===== config.mk =====
export PLATFORM = sky130hd
export DESIGN_NAME = des_key_sched_dir
export DESIGN_NICKNAME = d
export VERILOG_FILES = /design/src/rtl/des_key_sched_dir.sv
export SDC_FILE = /design/constraint.sdc
export NUM_CORES = 1
export LEC_CHECK = 0
export ABC_AREA = 1
export CORE_ASPECT_RATIO = 0.75
export CORE_UTILIZATION = 51
export DETAILED_ROUTE_END_ITERATION = 8
export MAX_ROUTING_LAYER = met4
export PLACE_DENSITY = 0.88
export SYNTH_ARGS = -nofsm -noshare
export SYNTH_HDL_FRONTEND = slang
export SYNTH_SLANG_ARGS = --single-unit

===== constraint.sdc =====
create_clock -name clk -period 2.8 [get_ports clk]
set_clock_uncertainty 0.15 [all_clocks]
set_input_delay 0.56 -clock clk [delete_from_list [all_inputs] [get_ports clk]]
set_output_delay 0.56 -clock clk [all_outputs]
set_load 0.01 [all_outputs]

===== src/rtl/des_key_sched_dir.sv =====
// des_key_sched_dir
// DES round-key generator. A 64-bit key is loaded through PC-1 into the
// 28-bit halves C and D. Sixteen 48-bit round keys PC-2(C||D) are then
// streamed out over a valid/ready handshake.
//
// DIR = 1 (default): decryption order K16..K1, circular right rotation.
// DIR = 0          : encryption order K1..K16, circular left rotation.
//
// Optional feature macro: KS_ZEROIZE_EN
//   defined   -> C and D are cleared on the 16th transfer, so k reads 0 in IDLE.
//   undefined -> C and D keep the last-round state while IDLE.
// Handshake timing is the same either way.

module des_key_sched_dir #(
    parameter int DIR = 1
) (
    input  logic        clk,
    input  logic        rst_n,
    input  logic        req,
    input  logic [63:0] key,
    output logic        busy,
    output logic [47:0] k,
    output logic        k_valid,
    input  logic        k_ready
);

    typedef enum logic {
        IDLE = 1'b0,
        RUN  = 1'b1
    } state_t;

    // PC-1: DES bit positions (1 = MSB of key) selected for C (first 28)
    // followed by D (last 28).
    localparam int PC1 [56] = '{
        57, 49, 41, 33, 25, 17,  9,
         1, 58, 50, 42, 34, 26, 18,
        10,  2, 59, 51, 43, 35, 27,
        19, 11,  3, 60, 52, 44, 36,
        63, 55, 47, 39, 31, 23, 15,
         7, 62, 54, 46, 38, 30, 22,
        14,  6, 61, 53, 45, 37, 29,
        21, 13,  5, 28, 20, 12,  4
    };

    // PC-2: positions within C||D (1 = MSB of C) forming the 48-bit round key.
    localparam int PC2 [48] = '{
        14, 17, 11, 24,  1,  5,
         3, 28, 15,  6, 21, 10,
        23, 19, 12,  4, 26,  8,
        16,  7, 27, 20, 13,  2,
        41, 52, 31, 37, 47, 55,
        30, 40, 51, 45, 33, 48,
        44, 49, 39, 56, 34, 53,
        46, 42, 50, 36, 29, 32
    };

    state_t      state;
    state_t      next_state;
    logic [3:0]  rnd;
    logic [3:0]  next_rnd;
    logic [27:0] c;
    logic [27:0] d;
    logic [27:0] next_c;
    logic [27:0] next_d;
    logic [55:0] load_cd;

    // Permuted choice 1: 64-bit key -> 56-bit C||D. Parity bits drop out.
    function automatic logic [55:0] pc1(input logic [63:0] kin);
        logic [55:0] r;
        r = '0;
        for (int i = 0; i < 56; i++) begin
            r[6'(55 - i)] = kin[6'(64 - PC1[i])];
        end
        return r;
    endfunction

    // Permuted choice 2: 56-bit C||D -> 48-bit round key.
    function automatic logic [47:0] pc2(input logic [55:0] cd);
        logic [47:0] r;
        r = '0;
        for (int i = 0; i < 48; i++) begin
            r[6'(47 - i)] = cd[6'(56 - PC2[i])];
        end
        return r;
    endfunction

    // Rotation applied before output n. Both orders share the table except
    // at n = 0: encryption rotates by 1 at load, decryption emits C0/D0
    // unchanged because the full left rotation over 16 rounds is 28.
    function automatic logic [1:0] rot_amt(input logic [3:0] n);
        logic [1:0] amt;
        case (n)
            4'd0:              amt = (DIR != 0) ? 2'd0 : 2'd1;
            4'd1, 4'd8, 4'd15: amt = 2'd1;
            default:           amt = 2'd2;
        endcase
        return amt;
    endfunction

    // Circular rotate of one 28-bit half; direction fixed by DIR.
    function automatic logic [27:0] rot28(input logic [27:0] x, input logic [1:0] amt);
        logic [27:0] r;
        r = x;
        if (DIR != 0) begin
            case (amt)
                2'd1:    r = {x[0], x[27:1]};
                2'd2:    r = {x[1:0], x[27:2]};
                default: r = x;
            endcase
        end else begin
            case (amt)
                2'd1:    r = {x[26:0], x[27]};
                2'd2:    r = {x[25:0], x[27:26]};
                default: r = x;
            endcase
        end
        return r;
    endfunction

    // State, round counter and key halves; reset clears everything so k = 0.
    always_ff @(posedge clk or negedge rst_n) begin
        if (!rst_n) begin
            state <= IDLE;
            rnd   <= 4'd0;
            c     <= 28'd0;
            d     <= 28'd0;
        end else begin
            state <= next_state;
            rnd   <= next_rnd;
            c     <= next_c;
            d     <= next_d;
        end
    end

    // Next-state logic: load on req in IDLE, advance one round per transfer.
    always_comb begin
        next_state = state;
        next_rnd   = rnd;
        next_c     = c;
        next_d     = d;
        load_cd    = pc1(key);
        case (state)
            IDLE: begin
                if (req) begin
                    next_c     = rot28(load_cd[55:28], rot_amt(4'd0));
                    next_d     = rot28(load_cd[27:0], rot_amt(4'd0));
                    next_rnd   = 4'd0;
                    next_state = RUN;
                end
            end
            RUN: begin
                if (k_ready) begin
                    if (rnd == 4'd15) begin
                        next_state = IDLE;
                        next_rnd   = 4'd0;
`ifdef KS_ZEROIZE_EN
                        next_c     = 28'd0;
                        next_d     = 28'd0;
`else
                        next_c     = c;
                        next_d     = d;
`endif
                    end else begin
                        next_rnd = rnd + 4'd1;
                        next_c   = rot28(c, rot_amt(rnd + 4'd1));
                        next_d   = rot28(d, rot_amt(rnd + 4'd1));
                    end
                end
            end
            default: begin
                next_state = IDLE;
            end
        endcase
    end

    assign busy    = (state == RUN);
    assign k_valid = (state == RUN);
    assign k       = pc2({c, d});

endmodule


Yosys cells after proc, flatten, opt, wreduce, memory -nomap -nowiden --
Cells that the tools add are included.
Word-level totals: output and inout bits 50, register bits 61, logic and storage cells 42, input bits 68
Cells by class: reduce and logical (&&, ||, !) cells 4, equal/unequal tests 10, multiplexer cells 22, bitwise gates (word level) 1, $add $sub $neg 1
Operator list (number):
- case mux 28 bit (2 select lines) | 4
- 2-to-1 mux 28 bit | 6
- == test 4 bit, second input constant | 3
- 2-to-1 mux 4 bit | 3
- case mux 4 bit (2 select lines) | 1
- 2-to-1 mux 2 bit | 3
- inequality test 2 bit, second input constant | 3
- adder 4 x 1 -> 4 bit, second input constant | 1
- == test 4 x 1 -> 1 bit, second input constant | 1
- logical NOT 4 bit | 1
- case mux 2 bit (2 select lines) | 1
- AND reduction 4 bit | 1
- 2-to-1 mux 1 bit | 3
- inequality test 3 x 1 -> 1 bit, second input constant | 1
- OR reduction 3 bit | 1
- == test 2 x 1 -> 1 bit, second input constant | 1
- == test 2 bit, second input constant | 1
- case mux 1 bit (2 select lines) | 1
- AND reduction 2 bit | 1
- NOT 1 bit | 1

Logic depth before layout (Yosys ltp) --
Gate-level depths: netlist of run 1.
depth in word-level cells 12, gate-level depth with buffers 13, mapped depth without buffers 12

Worst setup path before layout of run 1 --
Ideal clock, no wire load.
path kind register -> register, start register rnd[0], end register c[27], period minus slack after synthesis 1872 ps, required time 2518 ps, data arrival time 1591 ps, stages on the path, launching flop included 10, library setup time 132 ps, path slack 928 ps, cell sequence dfrtp_1 -> ha_1 -> nor3_1 -> nand2_4 -> nand3_2 -> buf_6 -> buf_6 -> nand2_1 -> nand3_1 -> o21ai_0
Between the ends: cells in the longest elaborated chain, start to end 12
Ends and longest elaborated chain:
- from (decl) | RTL line 59 | logic [3:0] rnd;
- from (signal assigned) | RTL line 129 | rnd <= next_rnd;
- adder 4 x 1 -> 4 bit | RTL line 165 | next_c = rot28(c, rot_amt(rnd + 4'd1));
- == test 4 x 1 -> 1 bit or == test 4 bit (tied branches) | RTL line 92 | case (n)
- OR reduction 3 bit | RTL line 92
- case mux 2 bit (2 select lines) | RTL line 92
- 2-to-1 mux 2 bit | RTL line 153 | if (rnd == 4'd15) begin
- 2-to-1 mux 2 bit | RTL line 152 | if (k_ready) begin
- 2-to-1 mux 2 bit | RTL line 142 | case (state)
- == test 2 bit or == test 2 x 1 -> 1 bit (tied branches) | RTL line 105 | case (amt)
- case mux 28 bit (2 select lines) | RTL line 105
- 2-to-1 mux 28 bit | RTL line 153
- 2-to-1 mux 28 bit | RTL line 152
- case mux 28 bit (2 select lines) | RTL line 142
- to (signal assigned) | RTL line 130 | c <= next_c;
- to (decl) | RTL line 61 | logic [27:0] c;
Parallel ways exist; a longest one is shown, timed or not. The select of a mux whose other input is x is not followed. A chain may end at the register's enable or synchronous reset.

Worst setup path in the final report of run 1 --
start register rnd[0], end register d[12]
Between the ends: cells in the longest elaborated chain, start to end 12
Ends and longest elaborated chain:
- adder 4 x 1 -> 4 bit | RTL line 166 | next_d = rot28(d, rot_amt(rnd + 4'd1));
- == test 4 x 1 -> 1 bit or == test 4 bit (tied branches) | RTL line 92
- OR reduction 3 bit | RTL line 92
- case mux 2 bit (2 select lines) | RTL line 92
- 2-to-1 mux 2 bit | RTL line 153
- 2-to-1 mux 2 bit | RTL line 152
- 2-to-1 mux 2 bit | RTL line 142
- == test 2 bit or == test 2 x 1 -> 1 bit (tied branches) | RTL line 105
- case mux 28 bit (2 select lines) | RTL line 105
- 2-to-1 mux 28 bit | RTL line 153
- 2-to-1 mux 28 bit | RTL line 152
- case mux 28 bit (2 select lines) | RTL line 142
- to (signal assigned) | RTL line 131 | d <= next_d;
- to (decl) | RTL line 62 | logic [27:0] d;
Parallel ways exist; a longest one is shown, timed or not. The select of a mux whose other input is x is not followed.

==> results of run 1 <==
[worst max-delay path, stage by stage, from the launching register on]
cell and delay [ns]:
dfrtp_1 0.42, ha_1 0.27, nor3_1 0.36, nand2_4 0.21
nand3_2 0.28, buf_4 0.36, nand2_1 0.08, nand3_1 0.12
o21ai_1 0.08
[placed cells by master (no fill, tap or decap), drive strengths merged]
cell,instances
inv,69
nand4,17
conb,22
clkbuf,12
a22oi,1
nand2,107
dfrtp,61
buf,11
nor2,19
o21ai,43
nor3,1
clkdlybuf4s50,46
ha,3
clkinvlp,1
nand3,60
a21oi,32
bufinv,1
clkinv,3
o32ai,2
[path summary, 6_finish.rpt]
| kind | start | endpoint | slack (ns) | cells after the start |
|---|---|---|---|---|
| max in group asynchronous | rst_n | c[15] | 1.81 | 2 |
| min in group clk | c[23] | c[23] | 0.38 | 2 |
| max reg2reg | rnd[0] | d[12] | 0.33 | 8 |
| min reg2reg | c[23] | c[23] | 0.38 | 2 |
| max | rnd[0] | d[12] | 0.33 | 8 |
| min | rst_n | c[2] | 0.007 | 1 |
[layer usage]
| metal | track usage [%] | up-vias | wire length (um) |
|---|---|---|---|
| met5 | - | - | 0 |
| met4 | 4.670 | 0 | 36 |
| met3 | 8.073 | 5 | 541 |
| met2 | 37.78 | 118 | 3748 |
| met1 | 29.63 | 1460 | 3515 |
| li1 | - | 1529 | - |
[metrics by stage]
stage	setup slack [ns]	cell area, um^2	util (%)	hold slack (ns)	power (uW)
3_5_place_dp	0.2421	3915	56.77	0.3704	4196
6_report	0.3294	4108	59.56	0.007234	4992
5_1_grt	0.1311	4108	59.56	0.02591	5443
2_1_floorplan	0.9277	3760	-	0.1144	3685
4_1_cts	0.3388	4108	59.56	0.01115	4995
3_3_place_gp	0.3203	3915	56.77	0.3580	4078
[registers in the layout, summed over array words and instances (netlist names)]
name and count:
c 28, d 28, rnd 4, busy 1
[kinds of logic (layout without fill, tap and decap cells)]
family | Yosys count | count (layout) | synth area share, %
fa+ha+maj | 3 | 3 | 1.020
simple gates | 204 | 204 | 24.91
buf+inv | 146 | 143 | 21.62
flops | 61 | 61 | 41.47
compound gates | 78 | 78 | 10.88
other cells | 1 | 22 | 0.1019
[where the power goes]
group	switching, uW	internal [uW]
combinational	1600	1080
clock	349	433
sequential	222	1310
total	2170	2820
[area by class of cell]
class | count | area share, %
multi-input cells | 307 | 35.00
clock inverters | 4 | 1.157
inverters | 70 | 6.397
flip-flops and latches | 61 | 37.16
repair buffers | 57 | 13.77
clock buffers | 12 | 3.533
well taps | 98 | 2.985
==> metrics.cfg, run 1 <==
[synth]
postSynthAreaPerCell_um2=7.467
synth_edf_count=0
synthTopCellsByArea=dfrtp_1, nand2_1, buf_4, nand3_1, inv_1
synth_ff_type=dfrtp_1
synth.most_common_cell=nand2_1
yosysWarnings=0
synth_cell_types=25
ys_async_sr_fraction_pct=100.0
ys_seq_elements=61
synth_top_area_share_pct=41.47
ys_seq_area_share_pct=41.47
syn_inst=493
yosysTopAreaCell=dfrtp_1
synth_area_um2=3681
synthTopCellsByCount=nand2_1, inv_1, dfrtp_1

[clocking]
clk_pin_slew_ns=0.07
cts_resized=0
cts.sinks=61
cts_hold_buf=0
htreeDepth=3
clk_latency_ns=0.35
cts_buffers=9
cts_tree=built
clockBufferDepth=2
clock-root-buffer=clkbuf_8
cts_setup_buffers=0

[drt]
routed_via_density=5.110
vias=3112
drt_iter0_drc=247
drcViolationCount=0
dr.pass1.iters=5
wl_per_cell_um=12.88
wirelength_um=7841
drtAntennaViolNets=0

[worst_setup_path]
required_ns=2.86
startpoint_type=flop
worstPathArrival_ns=2.53
worstSetupEndpointType=flop
path_max_fanout=31
worstSetupPathType=reg -> reg

[final_layout]
layout.cells.non_filler=609
multi_input_area_um2=1438
diodes=0
ff_latch_area_um2=1526
area_growth_pct=11.59
layout.nets=577
fill_cells=602
layout-drive-gt1-share_pct=7.045

[sta]
fmax_mhz=404.8
rsz0062_at_grt=false
worstMarginPinSlew_ns=0.5845
setup-violations-final=0
tns_ns=0
slew_headroom_pct=61.04
slew_viol_final=0
hold_viol_final=0
period_share_pct=88.24
layout_min_cycle_time_ns=2.471

[power_and_ir_drop]
leakage_uw=0.002082
p_per_area_nw_per_um2=1215
ir_drop_mv=0.6150

[floorplanning]
die_area_um2=7565
die_w_um=100.1
ios=118
die_h_um=75.58
start_util_pct=53.37
core_um2=6897
rows=26

[global_routing]
antenna_found_initial=0
grt_pass1_wl_um=13230
grt_max_degree=57
grt_pass1_vias=2834
grt_overflow=0
track_usage_pct=23.62

[worst_hold_path]
hold_class=in -> async

[placed_design]
dp.cells=593
globalplace.congestion=0.8582
port-buffer-count=47
hpwl_um=5395

[status]
status=completed

[run]
maxCapViolCount=0

No activity file was read; power rests on OpenSTA's default activity.
==> run 2: changes to the inputs <==
--- a/config.mk
+++ b/config.mk
@@ -5,9 +5,8 @@
 export SDC_FILE = /design/constraint.sdc
 export NUM_CORES = 1
 export LEC_CHECK = 0
-export ABC_AREA = 1
 export CORE_ASPECT_RATIO = 0.75
-export CORE_UTILIZATION = 51
+export CORE_UTILIZATION = 50
 export DETAILED_ROUTE_END_ITERATION = 8
 export MAX_ROUTING_LAYER = met4
 export PLACE_DENSITY = 0.88
==> run 2 against run 1 <==
Critical path depth unchanged; critical endpoint is now c[6]; design area decreased by 4.6%; largest cell class unchanged; area after synthesis decreased by 4.8%; first-iteration DRC count decreased by 21%; hold slack improved by 0.35 ns; global-route usage decreased by 2.3 points.
==> metrics.cfg, run 2 <==
[worst_hold_path]
worstHoldEndpoint=c[24]
hold_class=reg -> reg
min_from=c[24]
whs_path_depth=2

[sta]
worstMarginPinSlew_ns=1.033  ; +0.4490 ns
layout_min_cycle_time_ns=2.550  ; +0.07947 ns
worst_slack_ns=0.2499  ; -0.07947 ns
hold_viol_final=0  ; unchanged
rsz0062_at_grt=false
slew_headroom_pct=30.70  ; -30 points
hold-worst-slack_ns=0.3615  ; +0.3543 ns
fmax_mhz=392.1  ; -3.1%
slew_viol_final=0  ; unchanged
setup-violations-final=0  ; unchanged
period_share_pct=91.07  ; +2.8 points

[final_layout]
largestRegisters=c (28), d (28), rnd (4)
post-route-util_pct=57.62  ; -1.9 points
diodes=0  ; unchanged
layout_common_cells=nand2_1, dfrtp_1, mux2i_1
layout.nets=443  ; -23%
area_growth_pct=11.82
layout-drive-gt1-share_pct=8.511  ; +1.5 points

[synth]
yosysWarnings=0  ; unchanged
ys_async_sr_fraction_pct=100.0  ; unchanged
synth_edf_count=0  ; unchanged
synthTopCellsByArea=dfrtp_1, mux2i_1, buf_4, nand2_1, o21ai_1
synth_ff_type=dfrtp_1
synth_cell_types=28  ; +12%
postSynthAreaPerCell_um2=9.841  ; +32%
synth_top_area_share_pct=43.57  ; +2.1 points
ys_seq_elements=61  ; unchanged
synth_area_um2=3503  ; -4.8%
yosysTopAreaCell=dfrtp_1
syn_inst=356  ; -28%
ys_seq_area_share_pct=43.57  ; +2.1 points
synthTopCellsByCount=dfrtp_1, nand2_1, mux2i_1

[power_and_ir_drop]
p_total_uw=4124  ; -17%
p_per_area_nw_per_um2=1053  ; -13%
leakage_uw=0.001613  ; -23%
ir_drop_mv=0.5769  ; -6.2%

[clocking]
cts_setup_buffers=0  ; unchanged
htreeDepth=3  ; unchanged
clock-root-buffer=clkbuf_8
clk_latency_ns=0.34  ; about the same
cts_buffers=9  ; unchanged
cts_tree=built
clk_pin_slew_ns=0.06  ; about the same
cts.sinks=61  ; unchanged
clockBufferDepth=2  ; unchanged

[worst_setup_path]
path_max_fanout=23  ; -26%
reg2reg_depth=8  ; unchanged
timing.reg2reg.setup_slack_ns=0.25  ; -0.08 ns
worstSetupEndpointType=flop
r2r_start=rnd[0]
startpoint_type=flop
required_ns=2.90  ; +0.04 ns
worst_r2r_endpoint=c[6]
worstSetupPathType=reg -> reg
worstPathArrival_ns=2.65  ; +0.12 ns

[floorplanning]
core_um2=6799  ; -1.4%
die_h_um=74.49  ; -1.4%
rows=26  ; unchanged
die_w_um=98.66  ; -1.4%
start_util_pct=51.53  ; -1.8 points
ios=118  ; unchanged
die_area_um2=7349  ; -2.9%

[global_routing]
track_usage_pct=21.27  ; -2.3 points
grt_overflow=0  ; unchanged
antenna_found_initial=0  ; unchanged
grt_max_degree=57  ; unchanged
grt_pass1_wl_um=11480  ; -13%
grt_pass1_vias=2396  ; -15%

[run]
maxCapViolCount=0  ; unchanged

[status]
status=completed

[drt]
drcViolationCount=0  ; unchanged
wl_per_cell_um=15.05  ; +17%
dr.pass1.iters=4  ; -1
routed_via_density=5.361  ; +4.9%
vias=2466  ; -21%
drtAntennaViolNets=0  ; unchanged
wirelength_um=6925  ; -12%
drt_iter0_drc=194  ; -21%

[placed_design]
dp_worst_setup_slack_ns=-0.09821  ; -0.3403 ns
port-buffer-count=47  ; unchanged
globalplace.congestion=0.7904  ; -7.9%
hpwl_um=4493  ; -17%

==> run 2: per-stage QoR <==
stage	cell area, um^2	instances	setup TNS [ns]
floorplan	3582	377	0
global placement	3697	443	-0.6307
detailed placement	3697	443	-0.9552
CTS	3918	460	0
global route	3918	460	0
finish	3918	460	0
==> run 2: worst max-delay path: stages (launching register included) <==
cell and delay (ns):
dfrtp_1 0.43, inv_1 0.11, ha_1 0.23, a21o_1 0.18, o211ai_4 0.23, a21boi_4 0.64
buf_4 0.30, nand2_1 0.08, o21ai_1 0.09
==> run 2: logic make-up after synthesis <==
| logic type | count (synthesis) | synth area share, % |
|---|---|---|
| buffers and inverters | 78 | 16.50 |
| muxes | 56 | 16.00 |
| adders and majority gates | 3 | 1.072 |
| DFF | 61 | 43.57 |
| AOI/OAI and AO/OA | 72 | 12.50 |
| xor gates and xnor gates | 1 | 0.2500 |
| other | 1 | 0.1070 |
| and+or+nand+nor | 84 | 10.00 |
==> run 2: cell type report <==
class	instances	area (um^2)
multi-input combinational	239	1513
sequential	61	1526
clock inverter	4	47.55
timing repair buffer	58	563.0
clock buffer	11	151.4
fill	549	2882
tap	84	105.1
inverter	3	11.26
==> run 2: how the worst max path moves through the flow <==
stage	startpoint	endpoint	slack (ns)	cells after the start
final	rnd[0]	c[6]	0.25	8
after global routing	rnd[0]	c[6]	0.12	8
after CTS	rnd[0]	c[6]	0.27	8
after detailed placement	k_ready	c[9]	-0.1	7
after global placement	k_ready	c[12]	-0.06	7
after floorplan	rnd[0]	c[16]	0.81	9
==> run 2: repair_timing <==
item	in CTS	in global routing
hold buffers	1	0
resized for setup	0	0
endpoints found under the hold margin	13	0
setup endpoints to repair	1	0
==> run 2: report_power, final <==
group / internal, uW / switching, uW
Sequential: 1230 / 358
Clock: 451 / 327
Combinational: 862 / 899
==> run 2: layer usage <==
layer  part of all wire [%]  GRT usage [%]
met1                     46          27.34
met2                     45          32.71
met3                    6.9          5.827
met4                    1.7          7.629
met5                      0              -
